### src/rtl/wb_port_arbiter_if.sv
// wb_port_arbiter_if: writeback source handshakes and the two PRF write ports
//   master: execution units / PRF side (drives valid, rd, data; sees ready and write ports)
//   slave : the arbiter (sees valid, rd, data; drives ready and write ports)
interface wb_port_arbiter_if #(
    parameter int DATA_WIDTH = 32,
    parameter int PHY_WIDTH  = 6
);
    logic                  alu_wb_valid, ls_wb_valid, branch_wb_valid;
    logic                  alu_wb_ready, ls_wb_ready, branch_wb_ready;
    logic [PHY_WIDTH-1:0]  alu_wb_rd, ls_wb_rd, branch_wb_rd;
    logic [DATA_WIDTH-1:0] alu_wb_data, ls_wb_data, branch_wb_data;
    logic                  wb0_en, wb1_en;
    logic [PHY_WIDTH-1:0]  wb0_rd, wb1_rd;
    logic [DATA_WIDTH-1:0] wb0_data, wb1_data;

    modport master (
        output alu_wb_valid, ls_wb_valid, branch_wb_valid,
        output alu_wb_rd, ls_wb_rd, branch_wb_rd,
        output alu_wb_data, ls_wb_data, branch_wb_data,
        input  alu_wb_ready, ls_wb_ready, branch_wb_ready,
        input  wb0_en, wb1_en, wb0_rd, wb1_rd, wb0_data, wb1_data
    );

    modport slave (
        input  alu_wb_valid, ls_wb_valid, branch_wb_valid,
        input  alu_wb_rd, ls_wb_rd, branch_wb_rd,
        input  alu_wb_data, ls_wb_data, branch_wb_data,
        output alu_wb_ready, ls_wb_ready, branch_wb_ready,
        output wb0_en, wb1_en, wb0_rd, wb1_rd, wb0_data, wb1_data
    );
endinterface

### src/rtl/wb_port_arbiter.sv
// wb_port_arbiter: round-robin sharing of two registered PRF write ports among alu(0), ls(1), branch(2)
//   clk, rst_n     : clock, asynchronous active-low reset
//   flush          : synchronous flush; blocks grants, clears write enables and rr_ptr
//   bus            : source valid/ready/rd/data and wb0/wb1 write ports (slave modport)
//   rr_ptr         : highest-priority source for the current cycle
//   conflict_err   : sticky, both grants of one cycle targeted the same rd
module wb_port_arbiter #(
    parameter int DATA_WIDTH = 32,
    parameter int PHY_WIDTH  = 6
) (
    input  logic                clk,
    input  logic                rst_n,
    input  logic                flush,
    wb_port_arbiter_if.slave    bus,
    output logic [1:0]          rr_ptr,
    output logic                conflict_err
);
    function automatic logic [1:0] f_next(input logic [1:0] p);
        return p == 2'd2 ? 2'd0 : p + 2'd1;
    endfunction

    logic [1:0]            r_ptr;
    logic                  r_conflict;
    logic                  r_wb0_en, r_wb1_en;
    logic [PHY_WIDTH-1:0]  r_wb0_rd, r_wb1_rd;
    logic [DATA_WIDTH-1:0] r_wb0_data, r_wb1_data;

    logic [1:0]            w_ptr, w_s0, w_s1, w_s2, w_src0, w_src1, w_last;
    logic [2:0]            w_v, w_rv, w_gnt;
    logic                  w_act, w_g0, w_g1;
    logic [PHY_WIDTH-1:0]  w_rd [3];
    logic [DATA_WIDTH-1:0] w_data [3];

    assign w_v    = {bus.branch_wb_valid, bus.ls_wb_valid, bus.alu_wb_valid};
    assign w_rd   = '{bus.alu_wb_rd, bus.ls_wb_rd, bus.branch_wb_rd};
    assign w_data = '{bus.alu_wb_data, bus.ls_wb_data, bus.branch_wb_data};
    assign w_act  = rst_n & ~flush;
    // an illegal pointer value of 3 behaves as 0
    assign w_ptr  = r_ptr == 2'd3 ? 2'd0 : r_ptr;
    assign w_s0   = w_ptr;
    assign w_s1   = f_next(w_s0);
    assign w_s2   = f_next(w_s1);
    // valids rotated into scan order: bit k is the source k steps after the pointer
    assign w_rv   = {w_v[w_s2], w_v[w_s1], w_v[w_s0]};
    assign w_g0   = w_act & (|w_rv);
    assign w_g1   = w_act & ((w_rv[0] & w_rv[1]) | (w_rv[2] & (w_rv[0] | w_rv[1])));
    assign w_src0 = w_rv[0] ? w_s0 : w_rv[1] ? w_s1 : w_s2;
    // with two grants the second is s1 only when s0 and s1 are both valid, otherwise s2
    assign w_src1 = (w_rv[0] & w_rv[1]) ? w_s1 : w_s2;
    assign w_last = w_g1 ? w_src1 : w_src0;
    assign w_gnt  = ({3{w_g0}} & (3'b001 << w_src0)) | ({3{w_g1}} & (3'b001 << w_src1));

    assign bus.alu_wb_ready    = w_gnt[0];
    assign bus.ls_wb_ready     = w_gnt[1];
    assign bus.branch_wb_ready = w_gnt[2];
    assign bus.wb0_en          = r_wb0_en;
    assign bus.wb1_en          = r_wb1_en;
    assign bus.wb0_rd          = r_wb0_rd;
    assign bus.wb1_rd          = r_wb1_rd;
    assign bus.wb0_data        = r_wb0_data;
    assign bus.wb1_data        = r_wb1_data;
    assign rr_ptr              = r_ptr;
    assign conflict_err        = r_conflict;

    always_ff @(posedge clk or negedge rst_n) begin
        if (!rst_n) begin
            r_ptr      <= 2'd0;
            r_conflict <= 1'b0;
            r_wb0_en   <= 1'b0;
            r_wb1_en   <= 1'b0;
            r_wb0_rd   <= '0;
            r_wb1_rd   <= '0;
            r_wb0_data <= '0;
            r_wb1_data <= '0;
        end else if (flush) begin
            r_ptr    <= 2'd0;
            r_wb0_en <= 1'b0;
            r_wb1_en <= 1'b0;
        end else begin
            r_wb0_en <= w_g0;
            r_wb1_en <= w_g1;
            r_ptr    <= w_g0 ? f_next(w_last) : w_ptr;
            if (w_g0) begin
                r_wb0_rd   <= w_rd[w_src0];
                r_wb0_data <= w_data[w_src0];
            end
            if (w_g1) begin
                r_wb1_rd   <= w_rd[w_src1];
                r_wb1_data <= w_data[w_src1];
            end
            if (w_g1 && w_rd[w_src0] == w_rd[w_src1])
                r_conflict <= 1'b1;
        end
    end
endmodule

### src/flat_wrapper.sv
// flat-port wrapper written by rule: the top's interface ports become plain ports
module wb_port_arbiter_flat 
#(
    parameter int DATA_WIDTH = 32,
    parameter int PHY_WIDTH  = 6
)
  (clk, rst_n, flush, rr_ptr, conflict_err, bus_alu_wb_valid, bus_ls_wb_valid, bus_branch_wb_valid, bus_alu_wb_rd, bus_ls_wb_rd, bus_branch_wb_rd, bus_alu_wb_data, bus_ls_wb_data, bus_branch_wb_data, bus_alu_wb_ready, bus_ls_wb_ready, bus_branch_wb_ready, bus_wb0_en, bus_wb1_en, bus_wb0_rd, bus_wb1_rd, bus_wb0_data, bus_wb1_data);
  wb_port_arbiter_if #(.DATA_WIDTH(DATA_WIDTH), .PHY_WIDTH(PHY_WIDTH)) bus_i ();
  input  logic clk;
  input  logic rst_n;
  input  logic flush;
  output logic [1:0] rr_ptr;
  output logic conflict_err;
  input wire logic [$bits(bus_i.alu_wb_valid)-1:0] bus_alu_wb_valid;
  input wire logic [$bits(bus_i.ls_wb_valid)-1:0] bus_ls_wb_valid;
  input wire logic [$bits(bus_i.branch_wb_valid)-1:0] bus_branch_wb_valid;
  input wire logic [$bits(bus_i.alu_wb_rd)-1:0] bus_alu_wb_rd;
  input wire logic [$bits(bus_i.ls_wb_rd)-1:0] bus_ls_wb_rd;
  input wire logic [$bits(bus_i.branch_wb_rd)-1:0] bus_branch_wb_rd;
  input wire logic [$bits(bus_i.alu_wb_data)-1:0] bus_alu_wb_data;
  input wire logic [$bits(bus_i.ls_wb_data)-1:0] bus_ls_wb_data;
  input wire logic [$bits(bus_i.branch_wb_data)-1:0] bus_branch_wb_data;
  output wire logic [$bits(bus_i.alu_wb_ready)-1:0] bus_alu_wb_ready;
  output wire logic [$bits(bus_i.ls_wb_ready)-1:0] bus_ls_wb_ready;
  output wire logic [$bits(bus_i.branch_wb_ready)-1:0] bus_branch_wb_ready;
  output wire logic [$bits(bus_i.wb0_en)-1:0] bus_wb0_en;
  output wire logic [$bits(bus_i.wb1_en)-1:0] bus_wb1_en;
  output wire logic [$bits(bus_i.wb0_rd)-1:0] bus_wb0_rd;
  output wire logic [$bits(bus_i.wb1_rd)-1:0] bus_wb1_rd;
  output wire logic [$bits(bus_i.wb0_data)-1:0] bus_wb0_data;
  output wire logic [$bits(bus_i.wb1_data)-1:0] bus_wb1_data;
  assign bus_i.alu_wb_valid = bus_alu_wb_valid;
  assign bus_i.ls_wb_valid = bus_ls_wb_valid;
  assign bus_i.branch_wb_valid = bus_branch_wb_valid;
  assign bus_i.alu_wb_rd = bus_alu_wb_rd;
  assign bus_i.ls_wb_rd = bus_ls_wb_rd;
  assign bus_i.branch_wb_rd = bus_branch_wb_rd;
  assign bus_i.alu_wb_data = bus_alu_wb_data;
  assign bus_i.ls_wb_data = bus_ls_wb_data;
  assign bus_i.branch_wb_data = bus_branch_wb_data;
  assign bus_alu_wb_ready = bus_i.alu_wb_ready;
  assign bus_ls_wb_ready = bus_i.ls_wb_ready;
  assign bus_branch_wb_ready = bus_i.branch_wb_ready;
  assign bus_wb0_en = bus_i.wb0_en;
  assign bus_wb1_en = bus_i.wb1_en;
  assign bus_wb0_rd = bus_i.wb0_rd;
  assign bus_wb1_rd = bus_i.wb1_rd;
  assign bus_wb0_data = bus_i.wb0_data;
  assign bus_wb1_data = bus_i.wb1_data;
  wb_port_arbiter #(.DATA_WIDTH(DATA_WIDTH), .PHY_WIDTH(PHY_WIDTH)) u_core (.clk(clk), .rst_n(rst_n), .flush(flush), .bus(bus_i), .rr_ptr(rr_ptr), .conflict_err(conflict_err));
endmodule
### config.mk
export PLATFORM = sky130hd
export DESIGN_NAME = wb_port_arbiter_flat
export DESIGN_NICKNAME = d
export VERILOG_FILES = /design/src/rtl/wb_port_arbiter_if.sv /design/src/rtl/wb_port_arbiter.sv /design/src/flat_wrapper.sv
export SDC_FILE = /design/constraint.sdc
export NUM_CORES = 1
export LEC_CHECK = 0
export ABC_AREA = 1
export BUFFER_PORTS_ARGS = -buffer_cell sky130_fd_sc_hd__buf_2
export CORE_ASPECT_RATIO = 0.7
export CORE_UTILIZATION = 24
export DETAILED_ROUTE_END_ITERATION = 16
export MAX_ROUTING_LAYER = met4
export SLEW_MARGIN = 20
export SYNTH_ARGS = -nofsm -noshare
export SYNTH_HDL_FRONTEND = slang
export SYNTH_SLANG_ARGS = --single-unit
### constraint.sdc
create_clock -name clk -period 2.1 [get_ports clk]
set_clock_uncertainty 0.1 [all_clocks]
set_input_delay 0.105 -clock clk [delete_from_list [all_inputs] [get_ports clk]]
set_output_delay 0.105 -clock clk [all_outputs]
set_load 0.02 [all_outputs]
==> results.sh, run 1 <==
export IMPL_grt_usage_pct=20.6
export IMPL_final_common_cell="buf_2"
export IMPL_path_clk_slew_ns=0.08
export IMPL_num_nets_final=1165
export IMPL_antenna_left=0
export IMPL_num_io_pins=204
export IMPL_drtPass1Iterations=7
export IMPL_place_inst=1194
export IMPL_cp_arrival_ns=2.32
export IMPL_critical_path_class="reg2out"
export IMPL_clk_insertion_delay_late_ns=0.35
export IMPL_cts_root_buf="clkbuf_16"
export IMPL_slew_limit_headroom_pct=57.0
export IMPL_worst_pin_slew_ns=0.645
export IMPL_slowest_stage="dfrtp_2"
export IMPL_cts_num_sinks=81
export IMPL_fin_crit_ns=2.52
export IMPL_p_leak_uw=0.00474
export IMPL_vias_per_cell=4.70
export IMPL_max_vdd_ir_drop_v=0.000933
export IMPL_synth_nets=814
export IMPL_status="complete, but fails checks"
export IMPL_vias=6186
export IMPL_cts_made_buffers=9
export IMPL_synth_seq_cells=81
export IMPL_dp_slack_ns=-0.233
export IMPL_dp_hpwl_um=13500
export IMPL_drv_cap=0
export IMPL_finalHoldViolCount=0
export IMPL_wl_per_cell_um=16.7
export IMPL_portBuffers=203
export IMPL_crit_required_ns=1.89
export IMPL_finalSetupTns_ns=-21.77
export IMPL_regArea_mm2=0.00203
export IMPL_drt_iter0_markers=393
export IMPL_core_mm2=0.0199
export IMPL_synthesis_area_mm2=0.00490
export IMPL_layout_common_cells="buf_2 (199), nand2_1 (182), dfrtp_1 (79)"
export IMPL_drc=0
export IMPL_crit_fanout=5
export IMPL_die_h_um=122
export IMPL_h_tree_depth=3
export IMPL_p_per_area_mw_per_mm2=1920
export IMPL_clock_path_buffers=2
export IMPL_grt_pass1_wl_um=32300
export IMPL_rsz0062_at_grt="yes"
export IMPL_area_growth_pct=87.1
export IMPL_final_period_utilization_pct=120
export IMPL_antenna_found_initial=0
export IMPL_gp_congestion=0.896
export IMPL_n_antenna_cell=0
export IMPL_fmax_ghz=0.396
export IMPL_maxSlewViolCount=0
export IMPL_synth_cell_type_count=26
export IMPL_drt_wl_total_um=21900
export IMPL_hp_class="in2reg"
export IMPL_path_cells="inv_2 -> ha_4 -> inv_4 -> nand2_4 -> nand3_4 -> nand2_8 -> o21a_4 -> a31oi_4 -> inv_2 -> nand2_2 -> buf_6 -> o21ai_4 -> buf_6"
export IMPL_startpoint_type="flop"
export IMPL_violations="setup timing"
export IMPL_yosysWarningCount=0
export IMPL_multi_input_area_mm2=0.00317
export IMPL_drive_gt1_share_pct=46.6
export IMPL_cts_tree="yes"
export IMPL_cpPeakStageDelay_ns=0.45
export IMPL_dieArea_mm2=0.0210
export IMPL_syn_area_per_cell_um2=7.10
export IMPL_die_w_um=173
export IMPL_end_kind="output port"
export IMPL_synthCells=690
export IMPL_final_cells=1316
export IMPL_synth_yosys_seq_area_share_pct=41.4
export IMPL_start_util_pct=24.6
export IMPL_setup_ws_ns=-0.424
export IMPL_n_fill_cell=1891
export IMPL_finalSetupViolations=82
export IMPL_row_count=43
export IMPL_grt_pass1_vias=5842
export IMPL_grt_start_max_net_pins=48
export IMPL_globalRouteOverflowTotal=0
power breakdown:
| part | internal (uW) | switching [uW] |
|---|---|---|
| Clock | 965 | 722 |
| Sequential | 2340 | 448 |
| Combinational | 5670 | 7490 |
| Total | 8970 | 8660 |
through the flow:
stage	total power (uW)	utilization (%)	hold slack, ns	area (um2)
finish	17600	46.0	0.0165	9160
global route	18800	46.0	0.0284	9160
CTS	16500	44.0	0.000313	8750
detailed placement	12500	34.1	0.108	6800
global placement	12400	34.1	0.111	6800
floorplan	8610	-	-0.291	5040
path summary, 6_finish.rpt:
path	from	end	slack [ns]	cells past startpoint
max in group asynchronous	rst_n	u_core.bus.wb1_en	0.58	4
worst max register to register	u_core.rr_ptr[0]	u_core.bus.wb0_data[21]	-0.42	14
worst min register to register	u_core.bus.wb1_data[15]	u_core.bus.wb1_data[15]	0.38	2
worst max-delay path	u_core.rr_ptr[0]	bus_branch_wb_ready	-0.42	13
min in group asynchronous	rst_n	u_core.rr_ptr[0]	0.26	3
worst min-delay path	bus_alu_wb_data[23]	u_core.bus.wb1_data[23]	0.02	5
cell type report:
| class | instances | share of cell area [%] |
|---|---|---|
| Clock buffer | 11 | 2.65 |
| Clock inverter | 5 | 0.697 |
| Inverter | 71 | 3.18 |
| Multi-Input combinational cell | 500 | 34.6 |
| Sequential cell | 81 | 22.2 |
| Tap cell | 270 | 3.69 |
| Timing Repair Buffer | 378 | 33.0 |
cell usage after synthesis (all sizes together):
| cell type | number | area, um2 |
|---|---|---|
| a21oi | 16 | 80.1 |
| a22oi | 8 | 60.1 |
| a31oi | 4 | 31.3 |
| buf | 22 | 135 |
| clkbuf | 16 | 60.1 |
| dfrtp | 81 | 2030 |
| ha | 4 | 50.1 |
| inv | 71 | 267 |
| nand2 | 259 | 1010 |
| nand3 | 76 | 390 |
| nor2 | 24 | 90.1 |
| o211ai | 50 | 375 |
| o21a | 2 | 15.0 |
| o21ai | 54 | 282 |
| o22ai | 1 | 6.26 |
| o31ai | 2 | 15.0 |
metal layers:
metal	share of wire, %	routed length (um)	track usage (%)	up-vias
li1	-	-	-	2985
met3	6.0	1310	4.14	39
met1	46	10100	27.0	2884
met4	1.9	412	6.86	0
met2	46	10100	32.0	278
met5	0	0	-	-
worst max-delay path, delay by kind of cell, from the launching register on:
| kind | cells | cell delay [ns] |
|---|---|---|
| fa+ha+maj | 1 | 0.22 |
| compound gates | 3 | 0.48 |
| flops | 1 | 0.45 |
| simple gates | 4 | 0.33 |
| buf+inv | 5 | 0.47 |
registers in the layout, indices dropped and copies added (netlist names):
register	flops
u_core.bus.wb0_data	32
u_core.rr_ptr	2
u_core.bus.wb0_rd	6
u_core.bus.wb1_en	1
u_core.bus.wb1_rd	6
u_core.bus.wb0_en	1
u_core.bus.wb1_data	32
u_core.conflict_err	1
cell families after synthesis:
group / Yosys count / synth area share [%]
buf+inv: 109 / 9.43
flops: 81 / 41.4
fa+ha+maj: 4 / 1.02
compound gates: 137 / 17.7
simple gates: 359 / 30.5
what timing repair did:
action,CTS,global route
pin swaps,28,26
resized for setup,144,82
endpoints found under the setup margin,80,82
hold buffers,68,0
setup buffers,23,9
cloned,10,3
hold endpoints to repair,98,0
Power figures use the tool's default switching activity.
==> inputs of run 2 (changes only) <==
--- a/config.mk
+++ b/config.mk
@@ -6,10 +6,10 @@
 export NUM_CORES = 1
 export LEC_CHECK = 0
 export ABC_AREA = 1
-export BUFFER_PORTS_ARGS = -buffer_cell sky130_fd_sc_hd__buf_2
 export CORE_ASPECT_RATIO = 0.7
 export CORE_UTILIZATION = 24
 export DETAILED_ROUTE_END_ITERATION = 16
+export DONT_BUFFER_PORTS = 1
 export MAX_ROUTING_LAYER = met4
 export SLEW_MARGIN = 20
 export SYNTH_ARGS = -nofsm -noshare
==> run 2 against run 1 <==
Combinational power fell by 20%. Power is 8.5% lower. Sequential cell count stayed put. Highest routed layer unchanged. Maximum frequency decreased by 0.37%. Worst hold slack got worse by 0.66 ns. Final cell count down 13%. The flow finishes with violations (hold timing, setup timing).
==> results.sh, run 2 (synthesis results as in run 1) <==
export IMPL_violations="hold timing, setup timing"
export IMPL_p_sw_uw=7950
export IMPL_cts_num_sinks=81
export IMPL_crit_required_ns=1.89
export IMPL_rrSetupSlack_ns=-0.37
export IMPL_end_kind="output port"
export IMPL_grt_pass1_wl_um=29500
export IMPL_clock_path_buffers=2
export IMPL_row_count=43
export IMPL_num_nets_final=993
export IMPL_comb_power_share_pct=65.2
export IMPL_critical_path_class="reg2out"
export IMPL_rsz0062_at_grt="yes"
export IMPL_drv_cap=0
export IMPL_die_h_um=122
export IMPL_startpoint_type="flop"
export IMPL_vias=5513
export IMPL_grt_start_max_net_pins=83
export IMPL_multi_input_area_mm2=0.00285
export IMPL_status="complete, but fails checks"
export IMPL_p_int_uw=8180
export IMPL_regArea_mm2=0.00203
export IMPL_drtPass1Iterations=5
export IMPL_max_vdd_ir_drop_v=0.000744
export IMPL_clkPwrFrac_pct=10.8
export IMPL_core_mm2=0.0199
export IMPL_seqPwrFrac_pct=24.0
export IMPL_holdBufCountCts=100
export IMPL_slew_limit_headroom_pct=76.2
export IMPL_crit_fanout=4
export IMPL_finalHoldViolCount=81
export IMPL_switching_share_pct=49.3
export IMPL_grt_pass1_vias=5286
export IMPL_drc=0
export IMPL_hp_class="in2async"
export IMPL_startpoint="u_core.rr_ptr[0]"
export IMPL_r2r_cells=15
export IMPL_holdWs_ns=-0.643
export IMPL_cp_arrival_ns=2.33
export IMPL_maxSlewViolCount=0
export IMPL_globalRouteOverflowTotal=0
export IMPL_antenna_left=0
export IMPL_p_leak_uw=0.00370
export IMPL_finalSetupViolations=83
export IMPL_path_cells="inv_2 -> ha_4 -> inv_4 -> nand2_4 -> nand3_4 -> nand2_4 -> o21a_4 -> a31oi_4 -> inv_2 -> nand2_2 -> buf_6 -> o21ai_2 -> buf_6"
export IMPL_vias_per_cell=4.82
export IMPL_antenna_found_initial=0
export IMPL_r2r_end="u_core.bus.wb0_data[13]"
export IMPL_wl_per_cell_um=18.0
export IMPL_power_uw=16100
export IMPL_reg2reg_from="u_core.rr_ptr[0]"
export IMPL_h_tree_depth=3
export IMPL_cpPeakStageDelay_ns=0.44
export IMPL_final_period_utilization_pct=121
export IMPL_cts_root_buf="clkbuf_16"
export IMPL_worst_pin_slew_ns=0.356
export IMPL_placed_area_mm2=0.00576
export IMPL_drt_wl_total_um=20600
export IMPL_drive_gt1_share_pct=24.7
export IMPL_grt_usage_pct=18.9
export IMPL_setup_ws_ns=-0.434
export IMPL_portBuffers=0
export IMPL_cts_made_buffers=9
export IMPL_dieArea_mm2=0.0210
export IMPL_cts_tree="yes"
export IMPL_start_util_pct=24.6
export IMPL_layout_common_cells="nand2_1 (217), dlygate4sd3_1 (100), dfrtp_1 (79)"
export IMPL_fin_crit_ns=2.53
export IMPL_fmax_ghz=0.395
export IMPL_path_clk_slew_ns=0.07
export IMPL_drt_iter0_markers=413
export IMPL_n_fill_cell=1930
export IMPL_dp_hpwl_um=12300
export IMPL_die_w_um=173
export IMPL_p_per_area_mw_per_mm2=2020
export IMPL_final_common_cell="nand2_1"
export IMPL_gp_congestion=0.878
export IMPL_num_io_pins=204
export IMPL_slowest_stage="dfrtp_2"
export IMPL_area_growth_pct=63.5
export IMPL_clk_insertion_delay_late_ns=0.34
export IMPL_fin_area_mm2=0.00800
export IMPL_n_antenna_cell=0
run 2: power by group through the flow:
| stage | sequential, uW | clock (uW) | combinational, uW |
|---|---|---|---|
| finish | 3860 | 1750 | 10500 |
| global route | 3950 | 1850 | 11400 |
| CTS | 3840 | 1800 | 9370 |
| detailed placement | 3840 | 0 | 7770 |
| global placement | 3860 | 0 | 7660 |
| floorplan | 3640 | 0 | 4960 |
run 2: area by class of cell:
class,count,share of cell area (%)
clock buffer,11,3.03
clock inverter,4,0.954
inverter,71,3.58
multi-input combinational,500,35.5
sequential,81,25.4
tap,270,4.22
timing repair buffer,206,27.3
run 2: worst max-delay path, delay by kind of cell, from the launching register on:
| family | cells | cell delay, ns |
|---|---|---|
| AND/OR/NAND/NOR | 4 | 0.34 |
| flip-flops | 1 | 0.44 |
| buffers and inverters | 5 | 0.46 |
| AO/OA/AOI/OAI | 3 | 0.52 |
| adder cells (fa/ha/maj) | 1 | 0.21 |
run 2: timing repair:
item | in CTS | in global routing
setup endpoints to repair | 82 | 83
gates cloned | 6 | 3
hold endpoints to repair | 150 | 81
buffers inserted | 17 | 12
pin swaps | 14 | 21
gates resized for setup | 51 | 84
run 2: layer usage:
layer	up-vias	global-route usage (%)	share of wire (%)
met3	28	4.39	7.0
met4	0	6.47	1.8
met2	251	30.0	47
met5	-	-	0
li1	2631	-	-
met1	2603	23.6	44
run 2: per-stage QoR:
step	hold WS, ns	instances	util [%]	setup slack, ns	TNS, ns
5_1_grt	-0.667	1143	40.2	-0.519	-30.22
6_report	-0.643	1143	40.2	-0.434	-21.98
3_3_place_gp	-0.288	992	28.9	-0.202	-9.29
2_1_floorplan	-0.291	690	-	-0.119	-3.27
3_5_place_dp	-0.288	992	28.9	-0.242	-12.43
4_1_cts	-0.665	1130	38.1	-0.419	-15.59
run 2: worst max-delay path by stage:
stage | cells after the start | end
2_1_floorplan | 14 | u_core.bus.wb0_data[13]
3_3_place_gp | 15 | u_core.conflict_err
3_5_place_dp | 16 | u_core.conflict_err
4_1_cts | 12 | bus_ls_wb_ready
5_1_grt | 13 | bus_branch_wb_ready
6_report | 13 | bus_branch_wb_ready
